## config.mk

```make
export PLATFORM = sky130hd
export DESIGN_NAME = store_narrow_buffer
export DESIGN_NICKNAME = d
export VERILOG_FILES = /design/src/rtl/store_narrow_buffer.sv
export SDC_FILE = /design/constraint.sdc
export NUM_CORES = 1
export LEC_CHECK = 0
export CORE_ASPECT_RATIO = 1.25
export CORE_MARGIN = 2
export CORE_UTILIZATION = 25
export CTS_CLUSTER_SIZE = 24
export DETAILED_ROUTE_END_ITERATION = 8
export DONT_BUFFER_PORTS = 1
export GPL_TIMING_DRIVEN = 0
export HOLD_SLACK_MARGIN = 0.06
export PLACE_DENSITY_LB_ADDON = 0.05
export SYNTH_ARGS = -nofsm -noshare
export SYNTH_HDL_FRONTEND = slang
export SYNTH_SLANG_ARGS = --single-unit
```

## constraint.sdc

```tcl
create_clock -name clk -period 3.6 [get_ports clk]
set_input_delay 0.72 -clock clk [delete_from_list [all_inputs] [get_ports clk]]
set_output_delay 0.72 -clock clk [all_outputs]
set_load 0.1 [all_outputs]
```

## src/rtl/store_narrow_buffer.sv

```systemverilog
// Narrows GPR stores to sb/sh/sw lanes and queues them in a DEPTH-entry FIFO; 1-cycle accept-to-output latency.
// Backpressure: st_ready drops when full (no pass-through); head entry held stable while mem_ready is low.
module store_narrow_buffer #(
    parameter int DEPTH = 2
) (
    input  logic        clk,
    input  logic        reset,
    input  logic        st_valid,
    output logic        st_ready,
    input  logic [1:0]  st_type,
    input  logic [31:0] st_addr,
    input  logic [31:0] st_data,
    output logic        mem_valid,
    input  logic        mem_ready,
    output logic [31:0] mem_addr,
    output logic [31:0] mem_wdata,
    output logic [3:0]  mem_be,
    output logic        ades,
    output logic [31:0] bad_vaddr,
    output logic        empty
);

    localparam int AW = (DEPTH > 1) ? $clog2(DEPTH) : 1;
    localparam logic [AW:0] FULL_CNT = (AW+1)'(DEPTH);

    logic [AW:0]   count;
    logic [AW-1:0] rd_ptr;
    logic [AW-1:0] wr_ptr;

    logic [29:0] addr_q  [DEPTH];
    logic [31:0] wdata_q [DEPTH];
    logic [3:0]  be_q    [DEPTH];

    logic        legal;
    logic [3:0]  nar_be;
    logic [31:0] nar_wdata;
    logic        accept;
    logic        push;
    logic        pop;

    always_comb begin
        legal     = 1'b0;
        nar_be    = 4'b0000;
        nar_wdata = st_data;
        case (st_type)
            2'b00: begin
                legal     = (st_addr[1:0] == 2'b00);
                nar_be    = 4'b1111;
                nar_wdata = st_data;
            end
            2'b01: begin
                legal     = ~st_addr[0];
                nar_be    = st_addr[1] ? 4'b1100 : 4'b0011;
                nar_wdata = {2{st_data[15:0]}};
            end
            2'b10: begin
                legal     = 1'b1;
                nar_be    = 4'b0001 << st_addr[1:0];
                nar_wdata = {4{st_data[7:0]}};
            end
            default: begin
                legal     = 1'b0;
                nar_be    = 4'b0000;
                nar_wdata = st_data;
            end
        endcase
    end

    // Status outputs come straight from count so an async reset shows up immediately.
    assign st_ready  = (count < FULL_CNT);
    assign mem_valid = (count != '0);
    assign empty     = (count == '0);

    assign accept = st_valid && st_ready;
    assign push   = accept && legal;
    assign pop    = mem_valid && mem_ready;

    assign mem_addr  = {addr_q[rd_ptr], 2'b00};
    assign mem_wdata = wdata_q[rd_ptr];
    assign mem_be    = be_q[rd_ptr];

    always_ff @(posedge clk or posedge reset) begin
        if (reset) begin
            count     <= '0;
            rd_ptr    <= '0;
            wr_ptr    <= '0;
            ades      <= 1'b0;
            bad_vaddr <= '0;
        end else begin
            if (push)
                wr_ptr <= wr_ptr + 1'b1;
            if (pop)
                rd_ptr <= rd_ptr + 1'b1;
            case ({push, pop})
                2'b10:   count <= count + 1'b1;
                2'b01:   count <= count - 1'b1;
                default: count <= count;
            endcase
            ades <= accept && !legal;
            if (accept && !legal)
                bad_vaddr <= st_addr;
        end
    end

    // Payload storage needs no reset: count gates visibility of every entry.
    always_ff @(posedge clk) begin
        if (push) begin
            addr_q[wr_ptr]  <= st_addr[31:2];
            wdata_q[wr_ptr] <= nar_wdata;
            be_q[wr_ptr]    <= nar_be;
        end
    end

endmodule
```

After elaboration in Yosys (flattened, before gate mapping)
Memories as Yosys holds them, arrays and structs flattened. Cells that the tools add are included. Widths: inputs -> output; s select.

Flip-flop bits (word level): 37. Input bits: 70. Memory bits (writable): 132. Memories kept: 3.

Reductions and logical operators: 10. Order comparisons: 1. Bitwise gates (word level): 1. Add/sub/neg operators: 4. Mux-type cells: 7. Equal/unequal tests: 4. Shifts and indexed selects: 1.

Memories: wdata_q (words 2, width 32, read ports 1, clocked after Yosys merged registers in 0, write ports 1, RTL line 31) `logic [31:0] wdata_q [DEPTH];`; addr_q (words 2, width 30, read ports 1, clocked after Yosys merged registers in 0, write ports 1, RTL line 30) `logic [29:0] addr_q [DEPTH];`; be_q (words 2, width 4, read ports 1, clocked after Yosys merged registers in 0, write ports 1, RTL line 32) `logic [3:0] be_q [DEPTH];`.

Operator list (count): $pmux 32 s2 (1); $pmux 4 s3 (1); $logic_not 2->1 (3); $eq 2x1->1 const B (2); $eq 2x2->1 const B (2); $logic_and 1x1->1 (4); $mux 4 (1); $pmux 2 s2 (1); $reduce_bool 2->1 (2); $shl 1x2->4 const A (1); $pmux 1 s3 (1); $add 1x1->1 const B (2); $add 2x1->2 const B (1); $lt 2x2->1 const B (1); $mux 1 (2); $sub 2x1->2 const B (1); $logic_not 1->1 (1); $not 1->1 (1).

Depth between registers and ports, before layout
Gate-level depths: netlist of the first run.

Depth in word-level cells: 5. Depth in mapped cells: 9.

Worst setup path after synthesis of the first run
Ideal clock, no wire load.

Path type: input-to-reg. Start point: in st_type[0]. End point: mem addr_q[0][0], enable pin. Path slack: -1.240 ns. Buffers on the path: 0. Cell stages on the path: 6. Arrival time: 4.350 ns. Cell sequence: inv_1 ha_1 inv_1 a221oi_4 nand2_1 nor2_1.

Word-level cells in the longest chain between the ends: 5.

RTL lines: start, declared (RTL line 10) `input logic [1:0] st_type,`; $eq 2x2->1, or another cell as far along (RTL line 45) `case (st_type)`; $pmux 1 s3 (*) (RTL line 45); $logic_and 1x1->1 (*) (RTL line 75) `assign push = accept && legal;`; $mux 1 (*) (RTL line 107) `if (push) begin`; $mux 1 (not written as such) (*) (RTL line 108) `addr_q[wr_ptr] <= st_addr[31:2];`; end, declared (RTL line 30).

Mark *: on every way between the ends. The rest lies on a longest branch, timed or not.

Worst setup path after layout of the first run
Start point: reg rd_ptr. End point: out mem_addr[9].

Word-level cells in the longest chain between the ends: 1.

RTL lines: start, declared (RTL line 27) `logic [AW-1:0] rd_ptr;`; start signal, assigned (RTL line 93) `rd_ptr <= rd_ptr + 1'b1;`; $mem_v2 2x30; end, declared (RTL line 15) `output logic [31:0] mem_addr,`.

Every way passes these cells.

==> impl_metrics.env, run 1 <==
export IMPL_final_cell_mix="edfxtp_1 (132), mux2_2 (68), dfrtp_1 (37), mux2_4 (29), clkbuf_16 (17)"
export IMPL_vias_per_cell=4.368
export IMPL_final_common_cell="edfxtp_1"
export IMPL_r2r_cells=5
export IMPL_grtUsageMet3_pct=6.392
export IMPL_setup_viol=0
export IMPL_cts_root_buf="clkbuf_16"
export IMPL_avgSynthCellArea_um2=17.58
export IMPL_cp_required_ns=2.88
export IMPL_htree_num_levels=4
export IMPL_coreArea_um2=26830
export IMPL_reg2reg_slack_ns=1.27
export IMPL_gp_congestion=0.7487
export IMPL_nFillCells=2702
export IMPL_seqCellArea_um2=4890
export IMPL_die_w_um=151.8
export IMPL_multiInputGateArea_um2=1780
export IMPL_synth_area_leaders="edfxtp_1 (58%), dfrtp_1 (14%), mux2_2 (11%)"
export IMPL_row_count=67
export IMPL_vias=3363
export IMPL_arrival_ns=2.39
export IMPL_crit_type="flip-flop to output pin"
export IMPL_diodes=0
export IMPL_ys_seq_area_share_pct=71.67
export IMPL_cts_buffer_depth=2
export IMPL_die_y_um=188.7
export IMPL_synth_seq_cells=169
export IMPL_ios=174
export IMPL_max_freq_mhz=321.4
export IMPL_rr_endpoint="bad_vaddr[2]"
export IMPL_clkSinkCount=169
export IMPL_maxSlewHeadroom_pct=37.04
export IMPL_start_kind="flip-flop"
export IMPL_hold_viol=0
export IMPL_rsz0062_at_grt="false"
export IMPL_wl_per_cell_um=21.53
export IMPL_grt_max_degree=47
export IMPL_worst_pin_slew_ns=0.9433
export IMPL_area_delta_synth_final_pct=16.43
export IMPL_routed_wl_um=16580
export IMPL_initial_core_util_pct=25.43
export IMPL_async_flop_share_pct=21.89
export IMPL_cts_tree="done"
export IMPL_r2r_start="count[1]"
export IMPL_skew_ns=0.007713
export IMPL_synth_edf_count=132
export IMPL_insertion_delay_ns=0.42
export IMPL_first_pass_iters=6
export IMPL_yosysUniqueCellTypes=31
export IMPL_drtAntennaViolNets=0
export IMPL_post_cts_setup_buffer_count=0
export IMPL_synthDominantCellAreaShare_pct=58.10
export IMPL_gr_usage_all_layers_pct=11.75
export IMPL_grt_use_met2_pct=19.79
export IMPL_cts_hold_buf=0
export IMPL_grt_first_pass_wirelength_um=23650
export IMPL_drive_gt1_share_pct=34.59
export IMPL_die_area_um2=28640
export IMPL_post_cts_resized=0
export IMPL_synth_ff_type="edfxtp_1"
export IMPL_yosys_warnings=0
export IMPL_syn_instance_count=388
export IMPL_status="complete, no violations"
export IMPL_grt_met1_usage_pct=12.61
export IMPL_place_port_buffers=0
export IMPL_utilization_pct=29.61
export IMPL_grt_overflow=0
export IMPL_fin_crit_sh_pct=86.42
export IMPL_clkTransAtPathRegs_ns=0.07
export IMPL_gr_max_usage_layer="met2"
export IMPL_antenna_found_initial=0
export IMPL_period_needed_ns=3.111
export IMPL_maxCapViolCount=0
export IMPL_hp_class="input pin to async pin"
export IMPL_synth_area_um2=6823
export IMPL_nets=487
export IMPL_cts_made_buffers=17
export IMPL_yosys_area_top_type="edfxtp_1"
export IMPL_first_global_vias=3567
export IMPL_cp_max_fo=10
export IMPL_hpwlAfterDp_um=11690
export IMPL_drc_errors=0
export IMPL_drtIter0Drc=116
export IMPL_setup_worst_path_end_class="output pin"
export IMPL_maxSlewViolCount=0
flip-flops by register name, indices dropped and copies added, names as in the netlist:
register   flops
rd_ptr         1
wr_ptr         1
count          2
bad_vaddr     32
be_q           8
addr_q        60
ades           1
wdata_q       64
area by class of cell:
cell class | count | share of cell area [%]
sequential | 169 | 61.55
multi-input combinational | 184 | 22.41
clock buffer | 18 | 5.528
tap | 345 | 5.434
clock inverter | 14 | 1.843
buffer | 20 | 1.370
timing repair buffer | 4 | 1.103
inverter | 16 | 0.7560
routing by layer:
metal  share of wire [%]  vias up
met1                  38     1711
met3                  11       10
met5                   0        -
li1                    -     1499
met4                 1.0        0
met2                  50      143
critical path: stages, from the launching register on:
cell and delay (ns):
dfrtp_1 0.42, clkbuf_1 0.51, buf_2 0.41, mux2_2 0.61
how the worst max path moves through the flow:
stage | from | to | slack (ns) | cells after the start
after floorplan | st_type[0] | addr_q[1][0] | 0.09 | 5
after global placement | st_type[0] | wdata_q[1][13] | -1.44 | 5
after detailed placement | st_type[0] | wdata_q[0][16] | 0.51 | 7
after CTS | rd_ptr | mem_addr[9] | 0.32 | 3
after global routing | rd_ptr | mem_addr[9] | 0.29 | 3
final | rd_ptr | mem_addr[9] | 0.49 | 3
stage by stage:
stage	std cells	worst slack [ns]	cell area [µm²]	setup TNS, ns	hold WS [ns]
2_1_floorplan	389	0.09350	6834	0	0.4787
3_3_place_gp	734	-1.440	7266	-124.89	0.4991
3_5_place_dp	738	0.5099	7358	0	0.5058
4_1_cts	770	0.3232	7944	0	0.07338
5_1_grt	770	0.2870	7944	0	0.08318
6_report	770	0.4889	7944	0	0.09743
cell usage after synthesis, types with 4 or more instances:
cell type  number
a22oi_1         8
mux2_4         29
nand2_1        10
nand2b_1        4
buf_1           4
a22o_1          8
edfxtp_1      132
o22ai_1         8
clkbuf_1        8
dfrtp_1        37
mux2_2         68
inv_1          16
xnor2_1         4
nor2_1         12
a21oi_1        12
ha_1            5
cells by family after synthesis:
logic type               Yosys count  share of synthesized area (%)
AO/OA/AOI/OAI                     42                          4.346
XOR/XNOR                           5                         0.6418
adder cells (fa/ha/maj)            5                         0.9169
buffers and inverters             36                          2.476
flip-flops                       169                          71.67
multiplexers                      97                          17.60
other                              1                        0.05496
AND/OR/NAND/NOR                   33                          2.292
Power of run 1 is left out: the tool's default activity adds up to more than one toggle a clock period on the data nets, which glitch-free logic cannot reach.
==> run 2, diff against run 1 <==
==> constraint.sdc (replaced) <==
create_clock -name clk -period 2.7 [get_ports clk]
set_input_delay 0.54 -clock clk [delete_from_list [all_inputs] [get_ports clk]]
set_output_delay 0.54 -clock clk [all_outputs]
set_load 0.1 [all_outputs]
==> run 2 against run 1 <==
First-iteration DRC count is 28% lower. Core utilization increased by 0.46 points. Non-clock buffer count rose by 1. Worst setup slack worse by 0.44 ns. Global-route usage up 0.069 points. Via count is 1.0% lower. Die area is the same. Final cell count increased by 0.13%. Wire length is 0.51% higher. Hold slack gained 0.11 ns.
==> impl_metrics.env, run 2 (synthesis results as in run 1) <==
export IMPL_largest_register_ffs=64
export IMPL_cp_required_ns=2.16
export IMPL_routed_wl_um=16660
export IMPL_maxCapViolCount=0
export IMPL_drtAntennaViolNets=0
export IMPL_worst_pin_slew_ns=0.9580
export IMPL_gr_usage_all_layers_pct=11.82
export IMPL_cp_max_fo=10
export IMPL_grt_max_degree=42
export IMPL_nets=488
export IMPL_maxSlewViolCount=0
export IMPL_status="complete, no violations"
export IMPL_coreArea_um2=26830
export IMPL_grt_first_pass_wirelength_um=23960
export IMPL_insertion_delay_ns=0.43
export IMPL_clkSinkCount=169
export IMPL_drc_errors=0
export IMPL_ios=174
export IMPL_hold_viol=0
export IMPL_skew_ns=0.008984
export IMPL_final_common_cell="edfxtp_1"
export IMPL_top_register="wdata_q"
export IMPL_reg_largest_list="wdata_q: 64 flops, addr_q: 60 flops, bad_vaddr: 32 flops"
export IMPL_period_needed_ns=2.647
export IMPL_area_delta_synth_final_pct=18.23
export IMPL_crit_type="flip-flop to output pin"
export IMPL_start_kind="flip-flop"
export IMPL_nFillCells=2706
export IMPL_place_ws_ns=-0.05133
export IMPL_maxSlewHeadroom_pct=36.13
export IMPL_fin_ws_ns=0.05306
export IMPL_clkTransAtPathRegs_ns=0.07
export IMPL_setup_worst_path_end_class="output pin"
export IMPL_die_y_um=188.7
export IMPL_initial_core_util_pct=25.43
export IMPL_gp_congestion=0.7386
export IMPL_fin_crit_sh_pct=98.03
export IMPL_place_area_um2=7411
export IMPL_drtIter0Drc=84
export IMPL_diodes=0
export IMPL_die_area_um2=28640
export IMPL_post_cts_setup_buffer_count=0
export IMPL_htree_num_levels=4
export IMPL_reg2reg_slack_ns=0.37
export IMPL_grt_overflow=0
export IMPL_die_w_um=151.8
export IMPL_final_area_um2=8066
export IMPL_rsz0062_at_grt="true"
export IMPL_final_cells=771
export IMPL_placedCellCount=738
export IMPL_hp_class="input pin to flip-flop"
export IMPL_setup_viol=0
export IMPL_first_global_vias=3640
export IMPL_cts_root_buf="clkbuf_16"
export IMPL_drive_gt1_share_pct=36.85
export IMPL_utilization_pct=30.07
export IMPL_wl_per_cell_um=21.61
export IMPL_first_pass_iters=4
export IMPL_max_freq_mhz=377.8
export IMPL_place_port_buffers=0
export IMPL_antenna_found_initial=0
export IMPL_vias=3328
export IMPL_cts_tree="done"
export IMPL_hpwlAfterDp_um=11730
export IMPL_row_count=67
export IMPL_final_cell_mix="edfxtp_1 (132), mux2_2 (51), mux2_4 (46), dfrtp_1 (37), clkbuf_16 (17)"
export IMPL_vias_per_cell=4.316
export IMPL_cts_made_buffers=17
export IMPL_arrival_ns=2.11
export IMPL_cts_buffer_depth=2
-- run 2: cell types whose count changed in the layout (fill, tap and decap cells not counted), sizes merged --
cell         change
inv              +2
clkbuf           +3
dlygate4sd3      +1
bufinv           -1
clkinv           -4
-- run 2: worst paths after layout --
kind                             from       endpoint  cells after the start
max reg2reg                  count[1]  bad_vaddr[14]                      5
min reg2reg                  count[0]       count[0]                      1
max                            rd_ptr   mem_addr[17]                      3
min                        st_addr[9]   addr_q[1][7]                      0
max in group asynchronous       reset  bad_vaddr[17]                      3
min in group asynchronous       reset   bad_vaddr[1]                      2
-- run 2: through the flow --
step / hold slack [ns] / TNS (ns)
finish: 0.2040 / 0
global route: 0.1678 / -1.785
CTS: 0.1729 / -1.426
detailed placement: 0.3103 / -0.4325
global placement: 0.4950 / -97.30
floorplan: 0.4787 / 0
-- run 2: metal layers --
metal	GRT usage, %	wire length [µm]
met1	12.22	6117
met2	20.24	8491
met3	6.465	1877
met4	3.846	177
met5	0	0
-- run 2: layout make-up --
| type | instances | area (µm²) | share of cell area, % |
|---|---|---|---|
| Sequential cell | 169 | 4890 | 60.62 |
| Multi-Input combinational cell | 184 | 1889 | 23.42 |
| Clock buffer | 21 | 460.4 | 5.708 |
| Tap cell | 345 | 431.7 | 5.351 |
| Buffer | 20 | 118.9 | 1.474 |
| Clock inverter | 11 | 111.4 | 1.380 |
| Timing Repair Buffer | 5 | 97.59 | 1.210 |
| Inverter | 16 | 67.56 | 0.8376 |
-- run 2: critical path, cell delays in order (launching register included) --
cell and delay [ns]:
dfrtp_1 0.45, clkbuf_4 0.29, buf_2 0.32, mux2_2 0.60
-- run 2: repair_timing --
item | in CTS | in global routing
endpoints found under the hold margin | 3 | 0
setup endpoints to repair | 66 | 18
hold buffers | 1 | 0
resized for setup | 20 | 3
Power of run 2 is left out for the same reason.
